===== src/rtl/options_parser_stream.sv =====
`default_nettype none
// ============================================================================
// Module : options_parser_stream
// Brief  : Parses a START/INFO/DATA/END option-word stream into one result record.
// Rev    : 1.0
// ============================================================================
module options_parser_stream #(
    parameter int           W          = 32,
    parameter int           MAX_DATA   = 5,
    parameter int           MAX_WORDS  = 15,
    parameter logic [W-1:0] START_CODE = W'(1),
    parameter logic [W-1:0] END_CODE   = W'(2),
    parameter logic [W-1:0] INFO_CODE  = W'(3),
    parameter logic [W-1:0] DATA_CODE  = W'(4)
) (
    input  logic                  clk,
    input  logic                  rst_n,
    input  logic                  in_valid,
    input  logic [W-1:0]          in_word,
    output logic                  in_ready,
    output logic                  out_valid,
    input  logic                  out_ready,
    output logic                  has_start,
    output logic                  has_info,
    output logic                  has_data,
    output logic                  has_end,
    output logic                  is_empty,
    output logic                  has_error,
    output logic [31:0]           info_pos,
    output logic [31:0]           data_pos,
    output logic [31:0]           end_pos,
    output logic [W-1:0]          info_contents,
    output logic [W-1:0]          data_len,
    output logic [MAX_DATA*W-1:0] data_contents,
    output logic [31:0]           word_count
);

    localparam logic [W-1:0] c_max_data  = W'(MAX_DATA);
    localparam logic [31:0]  c_max_words = 32'(MAX_WORDS);

    typedef enum logic [2:0] {
        ST_READY, ST_STARTPARSING, ST_INFOPARSING, ST_DATAPARSING, ST_ENDPARSING, ST_DONE
    } state_t;

    state_t                r_state, w_state_nxt;
    logic                  r_has_start, r_has_info, r_has_data, r_has_end, r_is_empty, r_has_error;
    logic                  w_has_start_nxt, w_has_info_nxt, w_has_data_nxt, w_has_end_nxt;
    logic                  w_is_empty_nxt, w_has_error_nxt;
    logic [31:0]           r_info_pos, r_data_pos, r_end_pos, r_word_count;
    logic [31:0]           w_info_pos_nxt, w_data_pos_nxt, w_end_pos_nxt, w_word_count_nxt;
    logic [W-1:0]          r_info_contents, r_data_len, w_info_contents_nxt, w_data_len_nxt;
    logic [MAX_DATA*W-1:0] r_data_contents, w_data_contents_nxt;
    logic [W-1:0]          r_data_idx, w_data_idx_nxt;
    logic                  r_len_seen, w_len_seen_nxt;
    logic                  w_accept;
    logic [31:0]           w_cnt_inc;

    assign in_ready  = rst_n && (r_state != ST_DONE);
    assign out_valid = (r_state == ST_DONE);
    assign w_accept  = in_valid && in_ready;
    assign w_cnt_inc = r_word_count + 32'd1;

    always_comb begin
        w_state_nxt         = r_state;
        w_has_start_nxt     = r_has_start;
        w_has_info_nxt      = r_has_info;
        w_has_data_nxt      = r_has_data;
        w_has_end_nxt       = r_has_end;
        w_is_empty_nxt      = r_is_empty;
        w_has_error_nxt     = r_has_error;
        w_info_pos_nxt      = r_info_pos;
        w_data_pos_nxt      = r_data_pos;
        w_end_pos_nxt       = r_end_pos;
        w_word_count_nxt    = r_word_count;
        w_info_contents_nxt = r_info_contents;
        w_data_len_nxt      = r_data_len;
        w_data_contents_nxt = r_data_contents;
        w_data_idx_nxt      = r_data_idx;
        w_len_seen_nxt      = r_len_seen;

        if (w_accept) begin
            w_word_count_nxt = w_cnt_inc;
        end

        case (r_state)
            ST_READY: begin
                if (w_accept) begin
                    if (in_word == START_CODE) begin
                        w_has_start_nxt = 1'b1;
                        w_state_nxt     = ST_STARTPARSING;
                    end else begin
                        w_has_error_nxt = 1'b1;
                        w_state_nxt     = ST_DONE;
                    end
                end
            end
            ST_STARTPARSING: begin
                if (w_accept) begin
                    if (in_word == INFO_CODE && !r_has_info) begin
                        w_has_info_nxt = 1'b1;
                        w_info_pos_nxt = r_word_count;
                        w_state_nxt    = ST_INFOPARSING;
                    end else if (in_word == DATA_CODE && !r_has_data) begin
                        w_has_data_nxt = 1'b1;
                        w_data_pos_nxt = r_word_count;
                        w_state_nxt    = ST_DATAPARSING;
                    end else if (in_word == END_CODE) begin
                        w_has_end_nxt  = 1'b1;
                        w_end_pos_nxt  = r_word_count;
                        w_is_empty_nxt = !r_has_info && !r_has_data;
                        w_state_nxt    = ST_ENDPARSING;
                    end else begin
                        w_has_error_nxt = 1'b1;
                        w_state_nxt     = ST_DONE;
                    end
                end
            end
            ST_INFOPARSING: begin
                if (w_accept) begin
                    w_info_contents_nxt = in_word;
                    w_state_nxt         = ST_STARTPARSING;
                end
            end
            ST_DATAPARSING: begin
                if (w_accept) begin
                    // First word after DATA_CODE is the length; payload words follow.
                    if (!r_len_seen) begin
                        w_data_len_nxt = in_word;
                        if (in_word == '0) begin
                            w_state_nxt = ST_STARTPARSING;
                        end else if (in_word > c_max_data) begin
                            w_has_error_nxt = 1'b1;
                            w_state_nxt     = ST_DONE;
                        end else begin
                            w_len_seen_nxt = 1'b1;
                            w_data_idx_nxt = '0;
                        end
                    end else begin
                        for (int k = 0; k < MAX_DATA; k++) begin
                            if (r_data_idx == W'(k)) begin
                                w_data_contents_nxt[k*W +: W] = in_word;
                            end
                        end
                        w_data_idx_nxt = r_data_idx + W'(1);
                        if (w_data_idx_nxt == r_data_len) begin
                            w_len_seen_nxt = 1'b0;
                            w_state_nxt    = ST_STARTPARSING;
                        end
                    end
                end
            end
            ST_ENDPARSING: begin
                w_state_nxt = ST_DONE;
            end
            ST_DONE: begin
                if (out_ready) begin
                    w_state_nxt         = ST_READY;
                    w_has_start_nxt     = 1'b0;
                    w_has_info_nxt      = 1'b0;
                    w_has_data_nxt      = 1'b0;
                    w_has_end_nxt       = 1'b0;
                    w_is_empty_nxt      = 1'b0;
                    w_has_error_nxt     = 1'b0;
                    w_info_pos_nxt      = '0;
                    w_data_pos_nxt      = '0;
                    w_end_pos_nxt       = '0;
                    w_word_count_nxt    = '0;
                    w_info_contents_nxt = '0;
                    w_data_len_nxt      = '0;
                    w_data_contents_nxt = '0;
                    w_data_idx_nxt      = '0;
                    w_len_seen_nxt      = 1'b0;
                end
            end
            default: begin
                w_state_nxt = ST_READY;
            end
        endcase

        // The last allowed word slot may only hold END; anything else overflows the frame.
        if (w_accept && w_cnt_inc == c_max_words &&
            w_state_nxt != ST_ENDPARSING && w_state_nxt != ST_DONE) begin
            w_has_error_nxt = 1'b1;
            w_state_nxt     = ST_DONE;
        end
    end

    always_ff @(posedge clk or negedge rst_n) begin
        if (!rst_n) begin
            r_state         <= ST_READY;
            r_has_start     <= 1'b0;
            r_has_info      <= 1'b0;
            r_has_data      <= 1'b0;
            r_has_end       <= 1'b0;
            r_is_empty      <= 1'b0;
            r_has_error     <= 1'b0;
            r_info_pos      <= '0;
            r_data_pos      <= '0;
            r_end_pos       <= '0;
            r_word_count    <= '0;
            r_info_contents <= '0;
            r_data_len      <= '0;
            r_data_contents <= '0;
            r_data_idx      <= '0;
            r_len_seen      <= 1'b0;
        end else begin
            r_state         <= w_state_nxt;
            r_has_start     <= w_has_start_nxt;
            r_has_info      <= w_has_info_nxt;
            r_has_data      <= w_has_data_nxt;
            r_has_end       <= w_has_end_nxt;
            r_is_empty      <= w_is_empty_nxt;
            r_has_error     <= w_has_error_nxt;
            r_info_pos      <= w_info_pos_nxt;
            r_data_pos      <= w_data_pos_nxt;
            r_end_pos       <= w_end_pos_nxt;
            r_word_count    <= w_word_count_nxt;
            r_info_contents <= w_info_contents_nxt;
            r_data_len      <= w_data_len_nxt;
            r_data_contents <= w_data_contents_nxt;
            r_data_idx      <= w_data_idx_nxt;
            r_len_seen      <= w_len_seen_nxt;
        end
    end

    assign has_start     = r_has_start;
    assign has_info      = r_has_info;
    assign has_data      = r_has_data;
    assign has_end       = r_has_end;
    assign is_empty      = r_is_empty;
    assign has_error     = r_has_error;
    assign info_pos      = r_info_pos;
    assign data_pos      = r_data_pos;
    assign end_pos       = r_end_pos;
    assign info_contents = r_info_contents;
    assign data_len      = r_data_len;
    assign data_contents = r_data_contents;
    assign word_count    = r_word_count;

endmodule
`default_nettype wire


===== config.mk =====
export PLATFORM = sky130hd
export DESIGN_NAME = options_parser_stream
export DESIGN_NICKNAME = d
export VERILOG_FILES = /design/src/rtl/options_parser_stream.sv
export SDC_FILE = /design/constraint.sdc
export NUM_CORES = 1
export LEC_CHECK = 0
export CAP_MARGIN = 5
export CORE_MARGIN = 2
export CORE_UTILIZATION = 46
export CTS_CLUSTER_DIAMETER = 150
export DETAILED_ROUTE_END_ITERATION = 7
export PLACE_DENSITY = 0.83
export RECOVER_POWER = 25
export SYNTH_ARGS = -nofsm -noshare
export SYNTH_HDL_FRONTEND = slang
export SYNTH_SLANG_ARGS = --single-unit
export TNS_END_PERCENT = 20

===== constraint.sdc =====
create_clock -name clk -period 3.15 [get_ports clk]
set_input_delay 0.945 -clock clk [delete_from_list [all_inputs] [get_ports clk]]
set_output_delay 0.945 -clock clk [all_outputs]
set_load 0.02 [all_outputs]

==> impl_metrics.tcl, run 1 <==
set metrics [dict create \
    status "finished with violations" \
    violations "capacitance limit, slew limit, setup timing" \
    critPathKind "flip-flop to flip-flop" \
    grt_start_max_net_pins 184 \
    ys_top_cells_by_area "dfrtp_1 (58%), o21ai_0 (11%), nand2_1 (9.8%), clkbuf_1 (2.4%), nor2_1 (2.1%)" \
    cts_buffers 42 \
    multi_input_area_um2 6930 \
    muxShareOfSynthArea_pct 0.300 \
    period_minus_slack_ps 3240 \
    drc_errors 0 \
    dpl.cell_count 2728 \
    clk_latency_ps 590 \
    root_buffer "clkbuf_16" \
    finalCritPeriodShare_pct 103 \
    synth-compound-area-share_pct 15.2 \
    setup_viol 1 \
    async_flop_share_pct 100 \
    postSynthAreaPerCell_um2 9.28 \
    fmax_mhz 308 \
    slew_viol_final 338 \
    synth_top_flop_cell "dfrtp_1" \
    finClkSkew_ps 40.6 \
    cts_tree "built" \
    gp_congestion 0.971 \
    crit_path_start_kind "flip-flop" \
    dr.pass1.iters 6 \
    yosysMostFrequentCell "nand2_1" \
    synth_top_family_by_area "simple AND/OR/NAND/NOR gates" \
    tightest_slew_ps 2280 \
    ys_seq_area_share_pct 57.6 \
    grt_setup_unrepaired "true" \
    finalNonFillerCells 2811 \
    setup_ws_ps -93.9 \
    grt_pass1_wl_um 90900 \
    r2r-start "r_data_idx[1]" \
    synth_seq_cells 394 \
    start_util_pct 46.7 \
    wl_per_cell_um 20.7 \
    hold_class "flip-flop to flip-flop" \
    viasPerCell 5.75 \
    place_ws_ps -696 \
    max_stage_delay_ps 490 \
    critPathLaunch "r_data_idx[1]" \
    yosysWarnings 0 \
    worstPathCellList "and4_4 -> buf_4 -> a211oi_1 -> a41oi_1 -> a211oi_2 -> or4b_1 -> or4_4 -> or4_1 -> a21o_1" \
    synth_edf_count 0 \
    drt-initial-drc-count 1606 \
    yosysTopAreaCellShare_pct 57.6 \
    fin_tns_setup_ps -93.9 \
    ys_types 64 \
    regToRegEndpoint "r_len_seen" \
    die_x_um 197 \
    critPathMaxFanout 5 \
    crit_arrival_ps 3710 \
    antenna_found_initial 4 \
    clk_path_buf_depth 3 \
    slew_headroom_pct -52.1 \
    port_buffers 395 \
    cpMaxStageDelayCell "or4_1" \
    clock-sinks 394 \
    hold_violations 0 \
    rrSetupSlack_ps -90 \
    synth_xor_area_share_pct 3.79 \
    clk_pin_slew_ps 70 \
    coreArea_um2 36600 \
    ir_worst_vdd_mv 0.553 \
    dp_hpwl_um 40500 \
    endpoint_kind "flip-flop" \
    p_leak_nw 10.5 \
    power_density_nw_per_um2 865 \
    row_count 70 \
    drt_wl_total_um 58100 \
    hold_slack_ps 478 \
    dieArea_um2 38800 \
    reg2reg_depth 9 \
    regArea_um2 9870 \
    yosys.area.top_type "dfrtp_1" \
    die_h_um 197 \
    max_cap_violations 3 \
    syn_to_final_growth_pct 40.6 \
    synthTopCellsByCount "nand2_1 (447), dfrtp_1 (394), o21ai_0 (380), clkbuf_1 (110), nor2_1 (96)" \
    nets 2354 \
    pin_count 396 \
    drive_above_1_share_pct 11.8 \
    syn_inst 1843 \
    crit_end "r_len_seen" \
    cp_data_required_time_ps 3610 \
    synth_fp_nets 1885 \
    synth-simple-area-share_pct 19.4 \
    grtUsageTotal_pct 30.1 \
    synth_area_um2 17100 \
    cts_hold_buf 0 \
    fill_cells 2738 \
    grt_pass1_vias 16100 \
    synthAdderAreaFrac_pct 0.439 \
    vias 16200 \
    power_mw 20.8 \
    htree_levels 2 \
    gr-total-overflow 0 \
    ant_nets 0 \
]
layout make-up:
cell class / count / area share, %
inverters: 16 / 0.250
multi-input cells: 1306 / 28.8
clock buffers: 60 / 5.02
clock inverters: 12 / 0.546
diodes: 3 / 0.0312
well taps: 468 / 2.43
flip-flops and latches: 394 / 41.0
repair buffers: 552 / 21.9
worst min-delay path by stage:
stage / start / end / cells after the start
4_1_cts: data_contents[62] / data_contents[62] / 2
3_3_place_gp: data_contents[70] / data_contents[70] / 2
2_1_floorplan: r_data_idx[31] / r_data_idx[31] / 1
5_1_grt: data_contents[56] / data_contents[56] / 2
3_5_place_dp: info_pos[0] / info_pos[0] / 2
6_report: data_contents[46] / data_contents[46] / 2
registers in the layout (all words and copies together) (netlist names):
register       count
info_pos          32
r_data_idx        32
data_contents    160
r_state            3
has_end            1
data_pos          32
end_pos           32
has_data           1
word_count        32
r_len_seen         1
has_info           1
is_empty           1
info_contents     32
has_start          1
has_error          1
data_len          32
layer usage:
layer / track usage (%) / wire length (um) / vias up
met2: 48.7 / 27900 / 818
met1: 38.2 / 22300 / 7900
li1: - / - / 7250
met4: 15.1 / 2850 / 0
met3: 6.95 / 5110 / 186
met5: 0 / 0 / -
critical path, delay by kind of cell, from the launching register on:
kind                   cells  cell delay (ps)
AND/OR/NAND/NOR            4             1610
AO/OA/AOI/OAI              4              870
flip-flops                 1              470
buffers and inverters      1              160
logic make-up after synthesis:
logic type      after synthesis
compound gates              480
xor+xnor                     74
flops                       394
buf+inv                     143
simple gates                741
fa+ha+maj                     6
mux                           5
timing repair:
action	CTS	global route
pin swaps	2	10
setup buffers	0	8
gates resized for setup	6	24
endpoints found under the setup margin	81	132
cells in the final DEF, fill, tap and decap left out, types with 24 or more instances in the layout:
| master | count |
|---|---|
| buf_4 | 145 |
| clkbuf_16 | 42 |
| clkdlybuf4s50_1 | 392 |
| dfrtp_1 | 388 |
| nand2_1 | 447 |
| nand3_1 | 35 |
| nand4_1 | 30 |
| nor2_1 | 93 |
| nor4_1 | 24 |
| o21ai_0 | 376 |
| xnor2_1 | 39 |
| xor2_1 | 35 |
report_power, final:
group / leakage, nW / internal, mW / switching (mW)
combinational: 4.67 / 3.42 / 5.09
clock: 0.658 / 2.76 / 2.09
sequential: 5.20 / 6.42 / 1.01
total: 10.5 / 12.6 / 8.19
stage by stage:
| step | area (um2) | utilization, % |
|---|---|---|
| after floorplan | 17100 | - |
| after global placement | 22500 | 61.6 |
| final | 24100 | 65.7 |
| after detailed placement | 22500 | 61.6 |
| after CTS | 23900 | 65.3 |
| after global routing | 24100 | 65.7 |
Note: power is estimated with default switching activity, not from simulation.
==> inputs of run 2 (changes only) <==
Settings changed: GPL_TIMING_DRIVEN set to 0.
==> impl_metrics.tcl, run 2 (same netlist as run 1, synthesis figures left out) <==
set metrics [dict create \
    final_cell_mix "nand2_1 (446), clkdlybuf4s50_1 (390), dfrtp_1 (386), o21ai_0 (377), clkbuf_1 (94)" \
    drive_above_1_share_pct 8.89 \
    hold_slack_ps 249 \
    grt_start_max_net_pins 111 \
    worstPathCellList "buf_6 -> and4_4 -> a21oi_2 -> or4_4 -> a211oi_2 -> or4b_1 -> or4_4 -> or4_1 -> a21o_1" \
    die_h_um 197 \
    power_mw 21.4 \
    slew_viol_final 154 \
    ir_worst_vdd_mv 0.511 \
    gr-total-overflow 0 \
    coreArea_um2 36600 \
    endpoint_kind "flip-flop" \
    largest_reg_flops 160 \
    p_leak_nw 10.2 \
    ant_nets 0 \
    max_stage_delay_ps 500 \
    dp_hpwl_um 44000 \
    postPlaceCellArea_um2 21800 \
    pin_count 396 \
    mostFrequentLayoutCell "nand2_1" \
    cts_tree "built" \
    port_buffers 394 \
    hold_class "input pin to asynchronous set/reset pin" \
    grt_pass1_wl_um 96000 \
    cpMaxStageDelayCell "or4_4" \
    grt_pass1_vias 16500 \
    dr.pass1.iters 5 \
    status "finished with violations" \
    row_count 70 \
    drc_errors 0 \
    die_x_um 197 \
    wl_per_cell_um 22.4 \
    gp_congestion 0.929 \
    slew_headroom_pct -31.9 \
    r2r-start "r_data_idx[3]" \
    viasPerCell 5.97 \
    clock-sinks 394 \
    final_util_pct 65.2 \
    tightest_slew_ps 1980 \
    antenna_found_initial 4 \
    finClkSkew_ps 42.0 \
    syn_to_final_growth_pct 39.5 \
    power_density_nw_per_um2 895 \
    violations "capacitance limit, slew limit" \
    place_ws_ps -1230 \
    start_util_pct 46.7 \
    period_minus_slack_ps 3130 \
    critPathKind "flip-flop to flip-flop" \
    vias 16900 \
    hold_violations 0 \
    reg2reg_depth 9 \
    crit_path_start_kind "flip-flop" \
    root_buffer "clkbuf_16" \
    fin_area_um2 23900 \
    clk_latency_ps 590 \
    path_common_cell "or4_4" \
    fmax_mhz 320 \
    cts_buffers 41 \
    grtUsageTotal_pct 32.2 \
    clk_path_buf_depth 3 \
    crit_arrival_ps 3590 \
    clk_pin_slew_ps 70 \
    regToRegEndpoint "r_len_seen" \
    finalCritPeriodShare_pct 99.2 \
    max_cap_violations 2 \
    rrSetupSlack_ps 20 \
    critPathMaxFanout 7 \
    htree_levels 2 \
    drt-initial-drc-count 1616 \
    grt_setup_unrepaired "true" \
    cp_data_required_time_ps 3620 \
    nets 2362 \
    setup_ws_ps 24.7 \
    dieArea_um2 38800 \
    drt_wl_total_um 63300 \
    setup_viol 0 \
]
run 2: worst max-delay path by stage:
stage | from | end | slack (ps)
after floorplan | r_data_idx[4] | r_len_seen | 50
final | r_data_idx[3] | r_len_seen | 20
after CTS | r_data_idx[0] | r_len_seen | -30
after global placement | rst_n | r_data_idx[1] | -17220
after global routing | word_count[0] | r_state[0] | -80
after detailed placement | in_word[6] | r_data_idx[28] | -1230
run 2: worst max-delay path, delay by kind of cell, from the launching register on:
family	cells	cell delay, ps
DFF	1	350
and+or+nand+nor	5	2060
AOI/OAI and AO/OA	3	460
buffers and inverters	1	130
run 2: per-layer routing:
| metal | wire length [um] | global-route usage (%) | part of all wire [%] |
|---|---|---|---|
| met4 | 3160 | 15.3 | 5.0 |
| met5 | 0 | 0 | 0 |
| met2 | 30100 | 51.7 | 48 |
| met1 | 23700 | 41.2 | 37 |
| met3 | 6270 | 7.99 | 9.9 |
run 2: power breakdown:
part | internal [mW] | switching (mW)
clock | 3.19 | 2.10
combinational | 3.29 | 5.25
sequential | 6.42 | 1.13
run 2: cell type report:
type | instances | area, um2
fillers | 2738 | 12700
flip-flops and latches | 394 | 9870
multi-input cells | 1306 | 6950
repair buffers | 440 | 4360
clock buffers | 57 | 1170
well taps | 468 | 586
plain buffers | 121 | 561
clock inverters | 16 | 312
inverters | 16 | 60.1
diodes | 4 | 10.0
run 2: metrics by stage:
| step | std cells | TNS, ps |
|---|---|---|
| 3_5_place_dp | 2708 | -232320 |
| 2_1_floorplan | 1843 | 0 |
| 6_report | 2822 | 0 |
| 5_1_grt | 2822 | -243 |
| 4_1_cts | 2815 | -28.5 |
| 3_3_place_gp | 2705 | - |
run 2: timing repair:
action,4_1_cts,5_1_grt
pin swaps,18,11
setup endpoints to repair,176,256
buffers inserted,37,4
resized for setup,66,52
cloned,2,0
hold buffers,0,0
